[src/rtl/weight_tile_sched.sv]
// weight_tile_sched: sequencer for the weight-buffer datapath
// (temp buffer -> P weight DPRs -> PE array).
//
// For each of N tiles it streams M*M words from main memory into the weight block's
// temp buffer, waits for the load to complete, runs one execution pass and waits for
// the PE side to report completion.
//
// Optional feature (macro WTS_WATCHDOG_EN): a WD_BITS-bit watchdog on WAIT_LOAD/EXEC
// that parks the FSM in ERR with a sticky err flag. Undefined: err is tied to 0 and the
// FSM waits indefinitely.
//
// Ports:
//   sys_clk, reset_n          clock (posedge), asynchronous active-low reset
//   cmd_valid/cmd_ready       command handshake; fields cmd_num_tiles, cmd_base_addr
//   mem_addr/mem_cs/mem_oe    main-memory read port
//   wt_load/wt_load_done      load level / completion pulse to/from the weight block
//   wt_start                  execution level to the weight block
//   exec_done_async           execution-done level from the PE clock domain
//   tile_idx, busy, done, err status

module weight_tile_sched #(
  parameter int unsigned FEATURE_BITS = 4,
  parameter int unsigned M            = 9,
  parameter int unsigned ADDR_BITS    = 16,
  parameter int unsigned TILE_BITS    = 4,
  parameter int unsigned MEM_LAT      = 1,
  parameter int unsigned WD_BITS      = 12
) (
  input  logic                 sys_clk,
  input  logic                 reset_n,
  input  logic                 cmd_valid,
  output logic                 cmd_ready,
  input  logic [TILE_BITS-1:0] cmd_num_tiles,
  input  logic [ADDR_BITS-1:0] cmd_base_addr,
  output logic [ADDR_BITS-1:0] mem_addr,
  output logic                 mem_cs,
  output logic                 mem_oe,
  output logic                 wt_load,
  input  logic                 wt_load_done,
  output logic                 wt_start,
  input  logic                 exec_done_async,
  output logic [TILE_BITS-1:0] tile_idx,
  output logic                 busy,
  output logic                 done,
  output logic                 err
);

  localparam int unsigned CntBits = 2 * FEATURE_BITS;
  localparam logic [CntBits-1:0] LastWord = CntBits'(M * M - 1);
  localparam logic [CntBits-1:0] LoadWord = CntBits'(MEM_LAT);

  typedef enum logic [2:0] {
    StIdle,
    StFetch,
    StWaitLoad,
    StExec,
    StNext,
    StFin
`ifdef WTS_WATCHDOG_EN
    , StErr
`endif
  } state_e;

  state_e               state_q, state_d;
  logic [TILE_BITS-1:0] n_tiles_q, n_tiles_d;
  logic [TILE_BITS-1:0] tile_idx_q, tile_idx_d;
  logic [ADDR_BITS-1:0] addr_q, addr_d;
  logic [CntBits-1:0]   word_cnt_q, word_cnt_d;
  logic                 load_seen_q, load_seen_d;
  logic [2:0]           exec_sync_q;
  logic                 exec_rise_q;

  logic                 idle_like;
  logic                 accept;
  logic [TILE_BITS-1:0] last_tile;

`ifdef WTS_WATCHDOG_EN
  // Expires when the counter would reach all-ones at the end of this cycle.
  localparam logic [WD_BITS-1:0] WdLast = {{(WD_BITS - 1){1'b1}}, 1'b0};
  logic [WD_BITS-1:0] wd_q, wd_d;

  assign idle_like = (state_q == StIdle) || (state_q == StErr);
  assign err       = (state_q == StErr);
`else
  logic unused_wd_bits;
  assign unused_wd_bits = ^WD_BITS;

  assign idle_like = (state_q == StIdle);
  assign err       = 1'b0;
`endif

  assign accept    = cmd_valid && idle_like;
  assign last_tile = n_tiles_q - 1'b1;

  // Outputs decode from registered state only.
  assign cmd_ready = idle_like;
  assign busy      = (state_q != StIdle);
  assign mem_cs    = (state_q == StFetch);
  assign mem_oe    = mem_cs;
  assign mem_addr  = mem_cs ? addr_q : '0;
  // Delay wt_load by MEM_LAT so the first read word lines up with the first buffer write.
  assign wt_load   = ((state_q == StFetch) && (word_cnt_q >= LoadWord)) ||
                     (state_q == StWaitLoad);
  assign wt_start  = (state_q == StExec);
  assign done      = (state_q == StFin);
  assign tile_idx  = tile_idx_q;

  always_comb begin
    state_d     = state_q;
    n_tiles_d   = n_tiles_q;
    tile_idx_d  = tile_idx_q;
    addr_d      = addr_q;
    word_cnt_d  = word_cnt_q;
    load_seen_d = load_seen_q;

    case (state_q)
      StIdle: state_d = StIdle;
      StFetch: begin
        // Tiles are contiguous, so the address simply keeps counting across tiles.
        addr_d     = addr_q + 1'b1;
        word_cnt_d = word_cnt_q + 1'b1;
        if (wt_load_done) load_seen_d = 1'b1;
        if (word_cnt_q == LastWord) begin
          word_cnt_d = '0;
          state_d    = (load_seen_q || wt_load_done) ? StExec : StWaitLoad;
        end
      end
      StWaitLoad: begin
        // A coincident exec_rise is dropped: EXEC only looks at later rises.
        if (wt_load_done) state_d = StExec;
`ifdef WTS_WATCHDOG_EN
        else if (wd_q == WdLast) state_d = StErr;
`endif
      end
      StExec: begin
        if (exec_rise_q) state_d = StNext;
`ifdef WTS_WATCHDOG_EN
        else if (wd_q == WdLast) state_d = StErr;
`endif
      end
      StNext: begin
        if (tile_idx_q == last_tile) begin
          state_d = StFin;
        end else begin
          tile_idx_d  = tile_idx_q + 1'b1;
          load_seen_d = 1'b0;
          state_d     = StFetch;
        end
      end
      StFin: state_d = StIdle;
`ifdef WTS_WATCHDOG_EN
      StErr: state_d = StErr;
`endif
      default: state_d = StIdle;
    endcase

    if (accept) begin
      n_tiles_d   = cmd_num_tiles;
      addr_d      = cmd_base_addr;
      tile_idx_d  = '0;
      word_cnt_d  = '0;
      load_seen_d = 1'b0;
      state_d     = (cmd_num_tiles == '0) ? StFin : StFetch;
    end
  end

`ifdef WTS_WATCHDOG_EN
  // Clears on entry to WAIT_LOAD/EXEC, counts every cycle spent there.
  always_comb begin
    wd_d = '0;
    if (((state_d == StWaitLoad) || (state_d == StExec)) && (state_d == state_q)) begin
      wd_d = wd_q + 1'b1;
    end
  end

  always_ff @(posedge sys_clk or negedge reset_n) begin
    if (!reset_n) begin
      wd_q <= '0;
    end else begin
      wd_q <= wd_d;
    end
  end
`endif

  always_ff @(posedge sys_clk or negedge reset_n) begin
    if (!reset_n) begin
      state_q     <= StIdle;
      n_tiles_q   <= '0;
      tile_idx_q  <= '0;
      addr_q      <= '0;
      word_cnt_q  <= '0;
      load_seen_q <= 1'b0;
    end else begin
      state_q     <= state_d;
      n_tiles_q   <= n_tiles_d;
      tile_idx_q  <= tile_idx_d;
      addr_q      <= addr_d;
      word_cnt_q  <= word_cnt_d;
      load_seen_q <= load_seen_d;
    end
  end

  // Two-flop synchronizer, then a registered rising-edge detect:
  // three cycles from the input edge to exec_rise_q.
  always_ff @(posedge sys_clk or negedge reset_n) begin
    if (!reset_n) begin
      exec_sync_q <= '0;
      exec_rise_q <= 1'b0;
    end else begin
      exec_sync_q <= {exec_sync_q[1:0], exec_done_async};
      exec_rise_q <= exec_sync_q[1] & ~exec_sync_q[2];
    end
  end

endmodule

[config.mk]
export PLATFORM = sky130hd
export DESIGN_NAME = weight_tile_sched
export DESIGN_NICKNAME = d
export VERILOG_FILES = /design/src/rtl/weight_tile_sched.sv
export SDC_FILE = /design/constraint.sdc
export NUM_CORES = 1
export LEC_CHECK = 0
export ABC_CLOCK_PERIOD_IN_PS = 2300
export BUFFER_PORTS_ARGS = -buffer_cell sky130_fd_sc_hd__buf_2
export CAP_MARGIN = 20
export CORE_UTILIZATION = 50
export DETAILED_ROUTE_END_ITERATION = 10
export GPL_ROUTABILITY_DRIVEN = 0
export PLACE_DENSITY = 0.73
export SYNTH_ARGS = -nofsm -noshare
export SYNTH_HDL_FRONTEND = slang
export SYNTH_SLANG_ARGS = --single-unit
[constraint.sdc]
create_clock -name sys_clk -period 2.3 [get_ports sys_clk]
set_input_delay 0.46 -clock sys_clk [delete_from_list [all_inputs] [get_ports sys_clk]]
set_output_delay 0.46 -clock sys_clk [all_outputs]
set_load 0.005 [all_outputs]
# [Yosys cells after proc, flatten, opt, wreduce, memory -nomap -nowiden]
# Index checks and enable logic that the tools add are counted.
[op_classes] n_addsub=4 n_lt_le_gt_ge=1 n_eq_ne=13 n_mux=21 bitwise_logic=2 reduce_logical=13
[op_table] cell="16-bit two-way mux" n=3
[op_table] cell="8-bit two-way mux" n=3
[op_table] cell="3-bit two-way mux" n=6
[op_table] cell="16-bit by 1-bit adder with 16-bit output, second input constant" n=1
[op_table] cell="4-bit two-way mux" n=3
[op_table] cell="3-bit one-hot mux with 4 select lines" n=1
[op_table] cell="3-bit by 1-bit inequality test with 1-bit output, second input constant" n=3
[op_table] cell="8-bit by 1-bit adder with 8-bit output, second input constant" n=1
[op_table] cell="8-bit by 7-bit equality test with 1-bit output, second input constant" n=1
[op_table] cell="8-bit by 1-bit >= comparator with 1-bit output, second input constant" n=1
[op_table] cell="3-bit by 2-bit equality test with 1-bit output, second input constant" n=2
[op_table] cell="3-bit equality test, second input constant" n=2
[op_table] cell="3-bit inequality test, second input constant" n=2
[op_table] cell="3-bit AND reduction" n=2
[op_table] cell="3-bit nonzero test" n=2
[op_table] cell="4-bit by 1-bit adder with 4-bit output, second input constant" n=1
[op_table] cell="4-bit equality test" n=1
[op_table] cell="4-bit zero test" n=1
[op_table] cell="1-bit two-way mux" n=4
[op_table] cell="2-bit nonzero test" n=2
[op_table] cell="4-bit by 1-bit subtractor with 4-bit output, second input constant" n=1
[op_table] cell="3-bit by 1-bit equality test with 1-bit output, second input constant" n=1
[op_table] cell="3-bit zero test" n=1
[op_table] cell="1-bit logical AND" n=2
[op_table] cell="6 further kinds" n=7
[word_totals] regBits=40 input_bits=25 output_inout_bits=28

# [Logic depth before layout (Yosys ltp)]
# Gate-level depths: netlist (run 1).
[depth] ltp_word=5 depth_mapped=7 mapped_depth_nobuf=6

# [Least setup slack after synthesis (run 1)]
# OpenSTA, ideal clock, no wires.
[synth_path] path_type="register -> register" start="register n_tiles_q[0]" end="register tile_idx_q[0], in the netlist tile_idx[0]" setup_ns=0.120 arrival_ns=1.708 required_time_ns=2.180 slack_ns=0.472 stages_incl_launch_ff=8 n_path_buf=1 period_less_slack_ns=1.828 path_cell_list="dfrtp_1 -> inv_1 -> ha_1 -> xnor3_1 -> and3_4 -> buf_6 -> or3_1 -> and3_1"
[synth_between] elab_chain_len=4
[synth_lines] item="from (decl)" line="65" source="logic [TILE_BITS-1:0] n_tiles_q, n_tiles_d;"
[synth_lines] item="from (signal assigned)" line="195" source="n_tiles_q <= n_tiles_d;"
[synth_lines] item="4-bit by 1-bit subtractor with 4-bit output" line="93" source="assign last_tile = n_tiles_q - 1'b1;"
[synth_lines] item="4-bit equality test" line="142" source="if (tile_idx_q == last_tile) begin"
[synth_lines] item="2-bit inequality test (no line)"
[synth_lines] item="2-bit AND reduction (no line)"
[synth_lines] item="to (signal assigned)" line="196" source="tile_idx_q <= tile_idx_d;"
[synth_lines] item="to (decl)" line="66" source="logic [TILE_BITS-1:0] tile_idx_q, tile_idx_d;"
# No other way between the ends.
# A chain may end at the register's enable or synchronous reset.

# [Worst setup path after layout (run 1)]
[layout_path] start="register state_q[0]" end="output mem_addr[4]"
[layout_between] elab_chain_len=2
[layout_lines] item="from (decl)" line="64" source="state_e state_q, state_d;"
[layout_lines] item="from (signal assigned)" line="187" source="state_q <= StIdle;"
[layout_lines] item="from (signal assigned)" line="194" source="state_q <= state_d;"
[layout_lines] item="3-bit by 1-bit equality test with 1-bit output" line="98" source="assign mem_cs = (state_q == StFetch);"
[layout_lines] item="16-bit two-way mux" line="100" source="assign mem_addr = mem_cs ? addr_q : '0;"
[layout_lines] item="to (decl)" line="35" source="output logic [ADDR_BITS-1:0] mem_addr,"
# No other way between the ends.

==> results of run 1 <==
-- registers in the layout, indices dropped and copies added, names as in the netlist --
signal	cells
load_seen_q	1
tile_idx	4
state_q	3
exec_rise_q	1
addr_q	16
n_tiles_q	4
exec_sync_q	3
word_cnt_q	8
-- kinds of logic (layout without fill, tap and decap cells) --
| kind of cell | count (synthesis) | count (layout) | synth area share |
|---|---|---|---|
| and+or+nand+nor | 128 | 128 | 0.283 |
| buffers and inverters | 30 | 79 | 0.0540 |
| adders and majority gates | 7 | 7 | 0.0353 |
| DFF | 40 | 40 | 0.404 |
| AOI/OAI and AO/OA | 52 | 52 | 0.140 |
| other | 1 | 1 | 0.00151 |
| xor gates and xnor gates | 17 | 17 | 0.0656 |
| muxes | 4 | 4 | 0.0167 |
-- routing by layer --
metal | track usage | wire length, µm | vias up | share of wire
met5 | 0 | 0 | - | 0
met4 | 0.0806 | 59 | 0 | 0.011
met3 | 0.0417 | 254 | 5 | 0.047
met2 | 0.339 | 2460 | 60 | 0.46
met1 | 0.308 | 2580 | 1033 | 0.48
li1 | - | - | 1081 | -
-- cell type report --
cell class / instances / area (µm²) / share of cell area
inverter: 15 / 58.8 / 0.0205
tap: 67 / 83.8 / 0.0292
timing repair buffer: 56 / 293 / 0.102
multi-input combinational: 209 / 1340 / 0.468
sequential: 40 / 1000 / 0.349
clock buffer: 8 / 90.1 / 0.0314
-- cells in the final DEF (no fill, tap or decap), types with 3 or more instances in the layout --
master,n
a21oi_1,13
a22o_1,4
a311oi_1,3
and2_1,16
and3_1,4
buf_2,51
buf_4,5
clkbuf_8,6
dfrtp_1,39
ha_1,7
inv_1,14
mux2i_1,3
nand2_1,33
nand2b_1,3
nand3_1,14
nand4_1,7
nor2_1,17
nor2b_1,6
nor3_1,8
nor4_1,7
o21ai_0,14
xnor2_1,12
xor2_1,4
-- power by group through the flow --
stage / Sequential [W] / Combinational [W] / Clock [W]
2_1_floorplan: 0.00121 / 0.00139 / 0
3_3_place_gp: 0.00130 / 0.00177 / 0
3_5_place_dp: 0.00130 / 0.00181 / 0
4_1_cts: 0.00129 / 0.00183 / 0.000490
5_1_grt: 0.00135 / 0.00205 / 0.000517
6_report: 0.00130 / 0.00183 / 0.000483
-- path summary, 6_finish.rpt --
path / from / end / slack (ps) / cells after the start
max: state_q[0] / mem_addr[4] / 100 / 4
min: reset_n / word_cnt_q[2] / 210 / 2
max reg2reg: state_q[0] / addr_q[15] / 350 / 5
min reg2reg: exec_sync_q[0] / exec_sync_q[1] / 360 / 0
max in group asynchronous: reset_n / state_q[0] / 1720 / 2
min in group sys_clk: exec_done_async / exec_sync_q[0] / 270 / 1
-- through the flow --
step                instances  utilization  total power, W  area, µm²
global route              395        0.604         0.00392       2870
detailed placement        387        0.584         0.00311       2780
floorplan                 279            -         0.00261       2480
CTS                       395        0.604         0.00361       2870
global placement          387        0.584         0.00307       2780
finish                    395        0.604         0.00361       2870
-- repair_timing --
action,4_1_cts,5_1_grt
setup endpoints to repair,14,0
hold endpoints to repair,0,0
resized for setup,2,0
==> flow_summary.ini, run 1 <==
[status]
status = completed

[route]
vias_per_cell = 5.52
vias = 2179
wl_mm = 5.35
routedWlPerCell_um = 13.6
dr.first_iter.drc_count = 183
firstDrtPassIters = 4
drc_errors = 0
ant_nets = 0

[floorplan]
die_width_um = 72.4
dieArea_um2 = 5240
die_h_um = 72.4
num_io_pins = 53
rows = 25
core_um2 = 4750
start_util = 0.521

[clocking]
cts_buffers = 5
htree_levels = 2
cts_setup_buffers = 0
clkTransAtPathRegs_ps = 80
hold_buffers = 0
cts_tree = built
cts.sinks = 40
cts.path.max_buffers = 2
cts_root_buffer = clkbuf_8
clk_latency_ps = 290

[logic_synthesis]
yosysMostFrequentCell = dfrtp_1
netlist_top_cells_count = dfrtp_1, nand2_1, nor2_1
synth_fp_nets = 311
synth_edf_count = 0
ys_seq_area_frac = 0.404
netlist_area_um2 = 2480
synth_async_sr_flop_share = 1.00
synth_seq_cells = 40
syn_avg_cell_area_um2 = 8.88
yosys_warnings = 0
netlist.area_leader.share = 0.404
synth_cell_type_count = 53
synth_area_leaders = dfrtp_1, nand2_1, xnor2_1
synthCells = 279
ys.flop_type = dfrtp_1
yosysTopAreaCell = dfrtp_1

[hold_path]
min_path_type = in -> async

[power]
intPower_w = 0.00203
seqPwrFrac = 0.360
comb_power_share = 0.506
power.leakage_nw = 1.33
p_switching_w = 0.00157
clkPwrFrac = 0.134
ir_drop_v = 0.000560
p_sw_frac = 0.436
p_per_area_nw_per_um2 = 1260

[worst_setup_path]
crit_buf_inv = 2
crit_slowest_cell = dfrtp_2
slowest_delay_ps = 490
critPathKind = reg -> out
startpoint_type = register
path_cells = or3b_4 -> inv_4 -> and2_1 -> buf_2
crit_arrival_ps = 1740
cpLargestDelayFamily = simple AND/OR/NAND/NOR gates
cp-end-kind = output pin
critical_path_required_ps = 1840
cp_max_fo = 25

[sta]
relSlewSlack = 0.501
period_needed_ps = 2200
hold_viol = 0
rsz0062_at_grt = no
finClkSkew_ps = 9.43
setup_viol_count_final = 0
fmax_mhz = 454
slew_violations = 0
hold_slack_ps = 208
worstMarginPinSlew_ps = 746
timing.final.ws_setup_ps = 96.6
min_period_over_period = 0.958
setup_tns_ps = 0

[cells_and_area]
nFillCells = 445
antenna_cells = 0
layout.nets = 359
area_delta_synth_final_pct = 15.9
drive_above_1_share = 0.210

[place]
dp_hpwl_mm = 3.82
io_buffers = 51
pre_cts_ws_ps = 134

[global_routing]
grt_pass1_vias = 1977
grt_max_degree = 41
grt_overflow_total = 0
grt_pass1_wl_mm = 8.89
grt_antenna_before_repair = 0
track_usage = 0.219

[job]
cap_violations = 0
(Power assumes the default switching activity.)
==> run 2: changes to the inputs <==
==> constraint.sdc (replaced) <==
create_clock -name sys_clk -period 2.3 [get_ports sys_clk]
set_input_delay 0.115 -clock sys_clk [delete_from_list [all_inputs] [get_ports sys_clk]]
set_output_delay 0.115 -clock sys_clk [all_outputs]
set_load 0.005 [all_outputs]
==> flow_summary.ini, run 2 (same netlist as run 1, synthesis figures left out) <==
[worst_setup_path]
crit_arrival_ps = 1980
path_cells = or3b_4 -> inv_2 -> buf_4 -> and2_1 -> buf_2
reg2reg_depth = 4
slowest_delay_ps = 580
startpoint_type = register
critical_path_required_ps = 2180
crit_slowest_cell = dfrtp_1
cp_max_fo = 18
cp-end-kind = output pin
critPathKind = reg -> out

[route]
vias = 2158
drc_errors = 0
ant_nets = 0
firstDrtPassIters = 5
vias_per_cell = 5.45
wl_mm = 5.41
routedWlPerCell_um = 13.7
dr.first_iter.drc_count = 165

[sta]
fmax_mhz = 477
period_needed_ps = 2100
min_period_over_period = 0.912
setup_tns_ps = 0
setup_viol_count_final = 0
hold_viol = 0
timing.final.ws_setup_ps = 203
relSlewSlack = 0.405
slew_violations = 0
worstMarginPinSlew_ps = 892
finClkSkew_ps = 3.51
rsz0062_at_grt = no

[cells_and_area]
area_delta_synth_final_pct = 16.2
reg_top3 = addr_q (16), word_cnt_q (8)
antenna_cells = 0
top_register = addr_q
final_common_cell = buf_2
final_cell_mix = buf_2, dfrtp_1, nand2_1
drive_above_1_share = 0.204
layout.nets = 360
largest_reg_flops = 16

[floorplan]
num_io_pins = 53
rows = 25
dieArea_um2 = 5240
core_um2 = 4750
die_width_um = 72.4
die_h_um = 72.4
start_util = 0.521

[clocking]
clk_latency_ps = 280
htree_levels = 2
clkTransAtPathRegs_ps = 70
cts.sinks = 40
cts_buffers = 5
cts_tree = built
cts_root_buffer = clkbuf_8
cts_setup_buffers = 0
cts.path.max_buffers = 2

[job]
cap_violations = 0

[power]
power.leakage_nw = 1.33
ir_drop_v = 0.000694
p_per_area_nw_per_um2 = 1240

[place]
pre_cts_ws_ps = 386
dp_hpwl_mm = 3.95
io_buffers = 51

[global_routing]
grt_pass1_wl_mm = 9.27
grt_pass1_vias = 2008
track_usage = 0.227
grt_overflow_total = 0
grt_max_degree = 41
grt_antenna_before_repair = 0

[hold_path]
hold_depth = 3
min_path_type = in -> reg

[status]
status = completed
## run 2: cell types whose count changed in the layout (fill, tap and decap cells not counted)
cell,delta
dfrtp_1,+1
inv_2,+1
inv_4,-1
dlygate4sd3_1,+2
buf_4,-1
dfrtp_2,-1
## run 2: worst max-delay path: cells and delay by family (launching register included)
kind | cells | cell delay [ps]
simple gates | 2 | 650
flops | 1 | 580
buf+inv | 3 | 470
## run 2: routing by layer
metal  vias to the layer above  track usage  wire length [µm]
met4                         0       0.0610                27
li1                       1078            -                 -
met5                         -            0                 0
met2                        54        0.379              2700
met1                      1024        0.298              2480
met3                         2       0.0514               205
## run 2: worst paths after layout
path                                  end  slack [ps]        startpoint
setup / recovery             mem_addr[15]         200        state_q[0]
hold / removal                  addr_q[7]          30  cmd_base_addr[7]
setup reg to reg            word_cnt_q[6]         370        state_q[0]
hold reg to reg            exec_sync_q[1]         350    exec_sync_q[0]
max in group asynchronous      addr_q[15]        1240           reset_n
min in group asynchronous  exec_sync_q[0]         490           reset_n
## run 2: stage by stage
| stage | area, µm² | util | hold slack (ps) | total power (W) | std cells |
|---|---|---|---|---|---|
| 6_report | 2880 | 0.606 | 32.2 | 0.00358 | 396 |
| 5_1_grt | 2880 | 0.606 | 25.3 | 0.00391 | 396 |
| 4_1_cts | 2880 | 0.606 | 29.7 | 0.00360 | 396 |
| 3_5_place_dp | 2770 | 0.583 | 225 | 0.00311 | 386 |
| 3_3_place_gp | 2770 | 0.583 | 224 | 0.00306 | 386 |
| 2_1_floorplan | 2480 | - | -181 | 0.00261 | 279 |
## run 2: area by class of cell
cell class                      instances  area [µm²]
Fill cell                             444        1870
Multi-Input combinational cell        209        1340
Sequential cell                        40        1000
Timing Repair Buffer                   57         305
Clock buffer                            8        90.1
Tap cell                               67        83.8
Inverter                               15        56.3
## run 2: where the power goes
group          total, W  internal (W)  switching, W
Clock          0.000471      0.000245      0.000226
Combinational   0.00178      0.000818      0.000958
Sequential      0.00133      0.000964      0.000365
## run 2: what timing repair did
action                                 4_1_cts  5_1_grt
setup endpoints to repair                    0        0
endpoints found under the hold margin       32        0
hold buffers                                 2        0
gates resized for setup                      0        0
==> run 3: changes to the inputs <==
- ABC_CLOCK_PERIOD_IN_PS: 2300 -> 2500
- clock period: 2.3 -> 2.5 ns (I/O delays scaled with it)
==> flow_summary.ini, run 3 (same netlist as run 1, synthesis figures left out) <==
[status]
status = completed

[clocking]
cts.path.max_buffers = 2
clk_latency_ps = 290
cts_root_buffer = clkbuf_8
cts_tree = built
cts_resized = 0
cts_buffers = 5
cts.sinks = 40
clkTransAtPathRegs_ps = 70
htree_levels = 2

[worst_setup_path]
r2r_start = state_q[0]
critical_path_required_ps = 2380
crit_start = state_q[0]
slowest_delay_ps = 560
path_cells = or3b_4 -> inv_2 -> buf_4 -> and2_1 -> buf_2
crit_slowest_cell = dfrtp_1
cp-end-kind = output pin
cp_max_fo = 17
startpoint_type = register
crit_arrival_ps = 1970
critPathKind = reg -> out

[global_routing]
grt_overflow_total = 0
grt_pass1_wl_mm = 8.87
grt_max_degree = 41
grt_pass1_vias = 1943
track_usage = 0.222
grt_antenna_before_repair = 0

[route]
vias = 2195
vias_per_cell = 5.56
drc_errors = 0
routedWlPerCell_um = 13.6
wl_mm = 5.36
dr.first_iter.drc_count = 104
ant_nets = 0
firstDrtPassIters = 4

[power]
fin_total_pwr_w = 0.00330
comb_power_share = 0.497
clkPwrFrac = 0.133
p_sw_frac = 0.434
p_per_area_nw_per_um2 = 1150
seqPwrFrac = 0.370
power.leakage_nw = 1.33
ir_drop_v = 0.000599
intPower_w = 0.00187
p_switching_w = 0.00143

[sta]
slew_violations = 0
finClkSkew_ps = 3.80
min_period_over_period = 0.840
worstMarginPinSlew_ps = 897
setup_tns_ps = 0
setup_viol_count_final = 0
fmax_mhz = 476
rsz0062_at_grt = no
hold_slack_ps = 33.6
period_needed_ps = 2100
relSlewSlack = 0.402
hold_viol = 0

[cells_and_area]
final_common_cell = buf_2
top_register = addr_q
antenna_cells = 0
multi_input_area_um2 = 1340
final_cell_mix = buf_2, dfrtp_1, nand2_1
largest_reg_flops = 16
final_cells = 395
reg_top3 = addr_q (16), word_cnt_q (8)
nFillCells = 423
layout.nets = 359
drive_above_1_share = 0.201
area_delta_synth_final_pct = 15.9
final_cell_area_um2 = 2870
seqCellArea_um2 = 1000

[place]
dp_hpwl_mm = 3.89
io_buffers = 51
post_dp_cell_area_um2 = 2760
dp_cells = 385

[floorplan]
die_width_um = 72.4
die_h_um = 72.4
rows = 25
start_util = 0.521
num_io_pins = 53
dieArea_um2 = 5240
core_um2 = 4750

[hold_path]
min_path_type = in -> reg
hp-start = cmd_base_addr[8]

[job]
cap_violations = 0
-- run 3: cell count changes in the layout (fill, tap and decap cells not counted), sizes merged --
cell,delta
buf,-1
-- run 3: metal layers --
metal,wire length (µm),track usage,up-vias,share of wire
met2,2620,0.367,59,0.49
met5,0,0,-,0
met4,48,0.0937,0,0.0090
met3,230,0.0333,6,0.043
li1,-,-,1078,-
met1,2470,0.291,1052,0.46
-- run 3: power by group through the flow --
stage	Sequential, W	Combinational, W	Clock, W
final	0.00122	0.00164	0.000437
after detailed placement	0.00123	0.00163	0
after CTS	0.00122	0.00164	0.000454
after global placement	0.00122	0.00160	0
after global routing	0.00127	0.00185	0.000483
after floorplan	0.00112	0.00128	0
-- run 3: final cells by class --
| type | count | area share |
|---|---|---|
| inverters | 15 | 0.0196 |
| multi-input cells | 209 | 0.468 |
| repair buffers | 56 | 0.104 |
| flip-flops and latches | 40 | 0.348 |
| clock buffers | 8 | 0.0314 |
| well taps | 67 | 0.0292 |
-- run 3: worst max-delay path: cells and delay by family, from the launching register on --
family / cells / cell delay [ps]
flops: 1 / 560
buf+inv: 3 / 470
simple gates: 2 / 640
-- run 3: path summary, 6_finish.rpt --
| kind | end | slack, ps | cells past startpoint |
|---|---|---|---|
| min in group asynchronous | exec_sync_q[1] | 500 | 2 |
| hold reg to reg | exec_sync_q[1] | 360 | 0 |
| setup reg to reg | word_cnt_q[6] | 510 | 4 |
| setup / recovery | mem_addr[15] | 400 | 5 |
| max in group asynchronous | addr_q[6] | 1440 | 2 |
| hold / removal | addr_q[8] | 30 | 3 |
-- run 3: per-stage QoR --
step | util | setup WS [ps]
floorplan | - | 672
global placement | 0.581 | 602
detailed placement | 0.581 | 545
CTS | 0.604 | 402
global route | 0.604 | 269
finish | 0.604 | 401
-- run 3: what timing repair did --
item / CTS / global route
setup buffers: 0 / 0
hold buffers: 2 / 0
endpoints found under the hold margin: 41 / 0
setup endpoints to repair: 0 / 0
